## config.mk

```make
export PLATFORM = sky130hd
export DESIGN_NAME = fpu_divider
export DESIGN_NICKNAME = d
export VERILOG_FILES = /design/src/rtl/fpu_divider.sv
export SDC_FILE = /design/constraint.sdc
export NUM_CORES = 1
export LEC_CHECK = 0
export CAP_MARGIN = 0
export CORE_ASPECT_RATIO = 0.75
export CORE_MARGIN = 8
export CORE_UTILIZATION = 45
export DETAILED_ROUTE_END_ITERATION = 10
export GPL_TIMING_DRIVEN = 0
export PLACE_DENSITY = 0.73
export SYNTH_ARGS = -nofsm -noshare
export SYNTH_HDL_FRONTEND = slang
export SYNTH_SLANG_ARGS = --single-unit
```

## constraint.sdc

```tcl
create_clock -name clk -period 3.6 [get_ports clk]
set_input_delay 0.54 -clock clk [delete_from_list [all_inputs] [get_ports clk]]
set_output_delay 0.54 -clock clk [all_outputs]
set_load 0.05 [all_outputs]
```

## src/rtl/fpu_divider.sv

```systemverilog
// Iterative IEEE-754 single-precision divider (a / b): restoring mantissa division,
// one quotient bit per cycle, truncating rounding, denormals flushed to zero.
module fpu_divider #(
   parameter int EXP_W  = 8,
   parameter int FRAC_W = 23,
   parameter int BIAS   = 127
) (
   input  logic                     clk,
   input  logic                     rst,
   input  logic                     in_valid,
   output logic                     in_ready,
   input  logic [EXP_W+FRAC_W:0]    a,
   input  logic [EXP_W+FRAC_W:0]    b,
   output logic                     out_valid,
   input  logic                     out_ready,
   output logic [EXP_W+FRAC_W:0]    result,
   output logic                     flag_invalid,
   output logic                     flag_div_zero,
   output logic                     flag_overflow,
   output logic                     flag_underflow
);
   localparam int W  = 1 + EXP_W + FRAC_W;
   localparam int MW = FRAC_W + 2;          // quotient / remainder width
   localparam int EW = EXP_W + 2;           // signed exponent arithmetic width
   localparam int CW = $clog2(MW);
   localparam logic [EXP_W-1:0] EXP_MAX  = '1;
   localparam logic [CW-1:0]    CNT_LAST = CW'(MW - 1);
   localparam logic [W-1:0]     QNAN     = {1'b0, EXP_MAX, 1'b1, {(FRAC_W-1){1'b0}}};

   typedef enum logic [1:0] {IDLE, DIVIDE, NORM, HOLD} state_t;
   state_t state, state_nxt;

   logic               sa, sb;
   logic [EXP_W-1:0]   ea_in, eb_in;
   logic [FRAC_W-1:0]  fa_in, fb_in;
   logic               a_zero, b_zero, a_inf, b_inf, a_nan, b_nan;
   logic               accept;

   logic               spec_hit, spec_inv, spec_dz;
   logic [W-1:0]       spec_res;

   logic               sign_q;
   logic [EXP_W-1:0]   ea_q, eb_q;
   logic [FRAC_W:0]    mb_q;
   logic [MW-1:0]      rem_q, quo_q, rem_sub, rem_sel;
   logic [CW-1:0]      cnt_q;
   logic               rem_ge;

   logic [EW-1:0]      e_norm;
   logic [FRAC_W-1:0]  mant;
   logic               e_ovf, e_unf;

   assign {sa, ea_in, fa_in} = a;
   assign {sb, eb_in, fb_in} = b;
   assign a_zero = (ea_in == '0);
   assign b_zero = (eb_in == '0);
   assign a_inf  = (ea_in == EXP_MAX) && (fa_in == '0);
   assign b_inf  = (eb_in == EXP_MAX) && (fb_in == '0);
   assign a_nan  = (ea_in == EXP_MAX) && (fa_in != '0);
   assign b_nan  = (eb_in == EXP_MAX) && (fb_in != '0);
   assign accept = in_valid && (state == IDLE);

   // NOTE: every signal written in always_comb gets a default first, so no path infers a latch.
   always_comb begin
      spec_hit = 1'b1;
      spec_inv = 1'b0;
      spec_dz  = 1'b0;
      spec_res = '0;
      if (a_nan || b_nan || (a_zero && b_zero) || (a_inf && b_inf)) begin
         spec_res = QNAN;
         spec_inv = 1'b1;
      end else if (a_inf) begin
         spec_res = {sa ^ sb, EXP_MAX, {FRAC_W{1'b0}}};
      end else if (b_zero) begin
         spec_res = {sa ^ sb, EXP_MAX, {FRAC_W{1'b0}}};
         spec_dz  = 1'b1;
      end else if (a_zero || b_inf) begin
         spec_res = {sa ^ sb, {(W-1){1'b0}}};
      end else begin
         spec_hit = 1'b0;
      end
   end

   // NOTE: sequential state uses non-blocking assignments so every register samples pre-edge values.
   always_ff @(posedge clk) begin
      if (rst) state <= IDLE;
      else     state <= state_nxt;
   end

   always_comb begin
      state_nxt = state;
      case (state)
         IDLE:    if (in_valid)       state_nxt = spec_hit ? HOLD : DIVIDE;
         DIVIDE:  if (cnt_q == '0)    state_nxt = NORM;
         NORM:                        state_nxt = HOLD;
         HOLD:    if (out_ready)      state_nxt = IDLE;
         default:                     state_nxt = IDLE;
      endcase
   end

   always_comb begin
      in_ready  = (state == IDLE);
      out_valid = (state == HOLD);
   end

   // Remainder is always below 2*mb, so the shifted value fits without its top bit.
   assign rem_ge  = (rem_q >= MW'(mb_q));
   assign rem_sub = rem_q - MW'(mb_q);
   assign rem_sel = rem_ge ? rem_sub : rem_q;

   // NOTE: the datapath holds no reset; its contents only matter after an accept loads it.
   always_ff @(posedge clk) begin
      if (accept) begin
         sign_q <= sa ^ sb;
         ea_q   <= ea_in;
         eb_q   <= eb_in;
         mb_q   <= {1'b1, fb_in};
         rem_q  <= MW'({1'b1, fa_in});
         quo_q  <= '0;
         cnt_q  <= CNT_LAST;
      end else if (state == DIVIDE) begin
         quo_q  <= {quo_q[MW-2:0], rem_ge};
         rem_q  <= {rem_sel[MW-2:0], 1'b0};
         cnt_q  <= cnt_q - CW'(1);
      end
   end

   assign e_norm = EW'(ea_q) - EW'(eb_q) + (quo_q[MW-1] ? EW'(BIAS) : EW'(BIAS - 1));
   assign mant   = quo_q[MW-1] ? quo_q[FRAC_W:1] : quo_q[FRAC_W-1:0];
   assign e_unf  = e_norm[EW-1] || (e_norm == '0);
   assign e_ovf  = !e_norm[EW-1] && (e_norm >= EW'(EXP_MAX));

   always_ff @(posedge clk) begin
      if (rst) begin
         result         <= '0;
         flag_invalid   <= 1'b0;
         flag_div_zero  <= 1'b0;
         flag_overflow  <= 1'b0;
         flag_underflow <= 1'b0;
      end else if (accept) begin
         result         <= spec_res;
         flag_invalid   <= spec_inv;
         flag_div_zero  <= spec_dz;
         flag_overflow  <= 1'b0;
         flag_underflow <= 1'b0;
      end else if (state == NORM) begin
         flag_overflow  <= e_ovf;
         flag_underflow <= e_unf;
         if (e_ovf)      result <= {sign_q, EXP_MAX, {FRAC_W{1'b0}}};
         else if (e_unf) result <= {sign_q, {(W-1){1'b0}}};
         else            result <= {sign_q, e_norm[EXP_W-1:0], mant};
      end
   end

endmodule

```

==> results_dict.tcl <==
set metrics [dict create \
    initial_core_util_pct 46.08 \
    drt_pass1_iterations 5 \
    synth_warnings 0 \
    placed_cells 1099 \
    startpoint "rem_q[18]$_DFFE_PP_" \
    drc 0 \
    clockBufferDepth 2 \
    rows 40 \
    leakagePower_uw 0.003510 \
    hold_viol_final 0 \
    start_kind "flip-flop" \
    die-area_sq_um 20800 \
    timing.final.ws_setup_ns 0.1927 \
    cp.required_ns 3.84 \
    drv_slew 0 \
    worstSetupPathType "reg2reg" \
    fin_crit_sh_pct 94.65 \
    yosysMostFrequentCell "nand2_1" \
    reg2reg_slack_ns 0.19 \
    design.core.area_sq_um 16020 \
    whs_ns 0.4507 \
    grt_pass1_vias 6082 \
    place_hpwl_um 15100 \
    area_growth_pct 27.18 \
    fin_area_sq_um 9385 \
    ant_nets 0 \
    muxShareOfSynthArea_pct 7.087 \
    rsz0062_at_grt "false" \
    drtIter0Drc 445 \
    final_cells 1133 \
    synth.top_cells.by_area "edfxtp_1 26%, dfxtp_1 19%, mux2i_1 6.8%, ha_1 6.4%, nand2_1 4.4%" \
    grt-ovfl-total 0 \
    yosys.area_share.simple_pct 17.28 \
    synthesis.area_sq_um 7380 \
    drive_gt1_share_pct 7.151 \
    cts.sinks 133 \
    cap_viol_max_count 0 \
    cts-root-buf "clkbuf_16" \
    wl_per_cell_um 17.74 \
    power_density_nw_per_um2 891.8 \
    vias 6322 \
    cts_buffers 17 \
    place_ws_ns -0.1855 \
    r2r_start "rem_q[18]$_DFFE_PP_" \
    clock.fmax_ghz 0.2935 \
    crit_path_end "rem_q[12]$_DFFE_PP_" \
    reg2reg_depth 11 \
    synth_common_cells "87 x nand2_1, 83 x nor2_1, 70 x dfxtp_1" \
    nNetsFinal 1018 \
    slew-limit-headroom_pct 14.36 \
    placed_area_sq_um 8722 \
    crit_fanout 10 \
    ys_ff_latch 133 \
    synth_adder_area_share_pct 6.985 \
    fillCellCount 1433 \
    synth_top_family_by_area "simple AND/OR/NAND/NOR gates" \
    worst_ir_drop_vdd_v 0.0003914 \
    r2r_end "rem_q[12]$_DFFE_PP_" \
    async_reset_ff_share_pct 0 \
    drt_wl_total_um 20100 \
    worst_slew_pin_slew_ns 1.285 \
    vias_per_cell 5.580 \
    antenna_found_initial 0 \
    h-tree-depth 4 \
    ios 106 \
    post-route-util_pct 58.60 \
    grt_max_degree 27 \
    synth_fp_nets 891 \
    antenna_cells 0 \
    synth_xor_area_share_pct 3.866 \
    grt_pass1_wl_um 32060 \
    synth_cells 783 \
    clk_latency_ns 0.43 \
    dieWidth_um 163.9 \
    hp-class "reg2reg" \
    status "completed" \
    period_needed_ns 3.407 \
    crit_arrival_ns 3.65 \
    synth_top_area_share_pct 25.64 \
    io_buffers 105 \
    cts_tree "yes" \
    avgSynthCellArea_sq_um 9.425 \
    synth_edf_count 63 \
    gp_congestion 0.8711 \
    grt_usage_pct 19.44 \
    synth_largest_area_cell "edfxtp_1" \
    finalSetupViolCount 0 \
    ys.flop_type "dfxtp_1" \
    ys_types 75 \
    cp-end-kind "flip-flop" \
    cts.reportedPaths.clkPinSlew_ns 0.06 \
    clock_skew_ns 0.007577 \
    synth_compound_area_share_pct 15.82 \
    die_h_um 126.9 \
    yosysSeqAreaShare_pct 44.63 \
]
==> layer usage <==
layer  wire (um)  global-route usage [%]  vias up
met5           0                       0        -
met4         320                   5.813        0
met3        1017                   3.749       22
met2        8838                   29.07      182
met1        9924                   27.77     2999
li1            -                       -     3119
==> registers in the layout (all words and copies together) (netlist names), 2 cells and up <==
register	count
cnt_q	5
ea_q	8
eb_q	8
mb_q	23
quo_q	25
rem_q	25
result	32
state	2
==> timing repair <==
item,CTS,global route
pin swaps,0,3
setup endpoints to repair,10,51
resized for setup,2,15
hold buffers,0,0
buffers inserted,0,2
==> cells by family (layout without fill, tap and decap cells) <==
family,Yosys count,after routing
AND/OR/NAND/NOR,269,269
AO/OA/AOI/OAI,178,178
flip-flops,133,133
buffers and inverters,81,221
multiplexers,52,52
adder cells (fa/ha/maj),40,40
XOR/XNOR,30,30
==> how the worst min path moves through the flow <==
| stage | startpoint | end | slack [ns] | depth (start not counted) |
|---|---|---|---|---|
| final | result[0]$_SDFFE_PP0P_ | result[0]$_SDFFE_PP0P_ | 0.45 | 2 |
| after floorplan | cnt_q[3]$_SDFFE_PP1P_ | cnt_q[3]$_SDFFE_PP1P_ | 0.46 | 2 |
| after CTS | result[4]$_SDFFE_PP0P_ | result[4]$_SDFFE_PP0P_ | 0.45 | 2 |
| after global routing | result[12]$_SDFFE_PP0P_ | result[12]$_SDFFE_PP0P_ | 0.47 | 2 |
| after detailed placement | result[4]$_SDFFE_PP0P_ | result[4]$_SDFFE_PP0P_ | 0.44 | 2 |
| after global placement | result[4]$_SDFFE_PP0P_ | result[4]$_SDFFE_PP0P_ | 0.44 | 2 |
==> placed cells by master (no fill, tap or decap), types with 17 or more instances in the layout <==
master | synthesis | routed
clkdlybuf4s50_1 | 0 | 105
nand2_1 | 87 | 87
nor2_1 | 83 | 83
dfxtp_1 | 70 | 70
edfxtp_1 | 63 | 63
inv_1 | 51 | 51
mux2i_1 | 50 | 50
a21oi_1 | 39 | 37
ha_1 | 38 | 37
clkbuf_1 | 21 | 21
o21ai_0 | 21 | 21
nor4_1 | 20 | 20
a31oi_1 | 21 | 20
o21ai_1 | 19 | 19
clkbuf_16 | 0 | 19
xnor2_1 | 18 | 17
nor3_1 | 17 | 17
==> worst max-delay path, stage by stage (launching register included) <==
cell and delay, ns:
edfxtp_1 0.40, ha_1 0.38, a21o_1 0.22, a2111oi_0 0.38
o221ai_1 0.23, o211ai_1 0.30, a21oi_1 0.16, a21oi_2 0.24
clkbuf_4 0.28, clkbuf_4 0.28, nand2_1 0.08, a31oi_1 0.25
==> cell type report <==
cell class	count	area [sq um]	share of cell area [%]
Buffer	30	137.6	1.466
Multi-Input combinational cell	569	3819	40.69
Clock buffer	22	496.7	5.293
Sequential cell	133	3293	35.09
Clock inverter	10	91.34	0.9732
Inverter	51	191.4	2.040
Timing Repair Buffer	108	1094	11.65
Tap cell	210	262.8	2.800
==> power by group <==
group | switching [uW] | leakage (uW) | total, uW | internal [uW]
clock network | 676 | 0.000291 | 1730 | 1050
registers | 185 | 0.00117 | 2270 | 2090
logic | 2680 | 0.00205 | 4370 | 1690
==> stage by stage <==
| stage | setup TNS [ns] | power (uW) |
|---|---|---|
| 2_1_floorplan | 0 | 5406 |
| 3_3_place_gp | -35.90 | 6383 |
| 3_5_place_dp | -1.268 | 6466 |
| 4_1_cts | 0 | 8230 |
| 5_1_grt | 0 | 8921 |
| 6_report | 0 | 8370 |
Note: power is estimated with default switching activity, not from simulation.
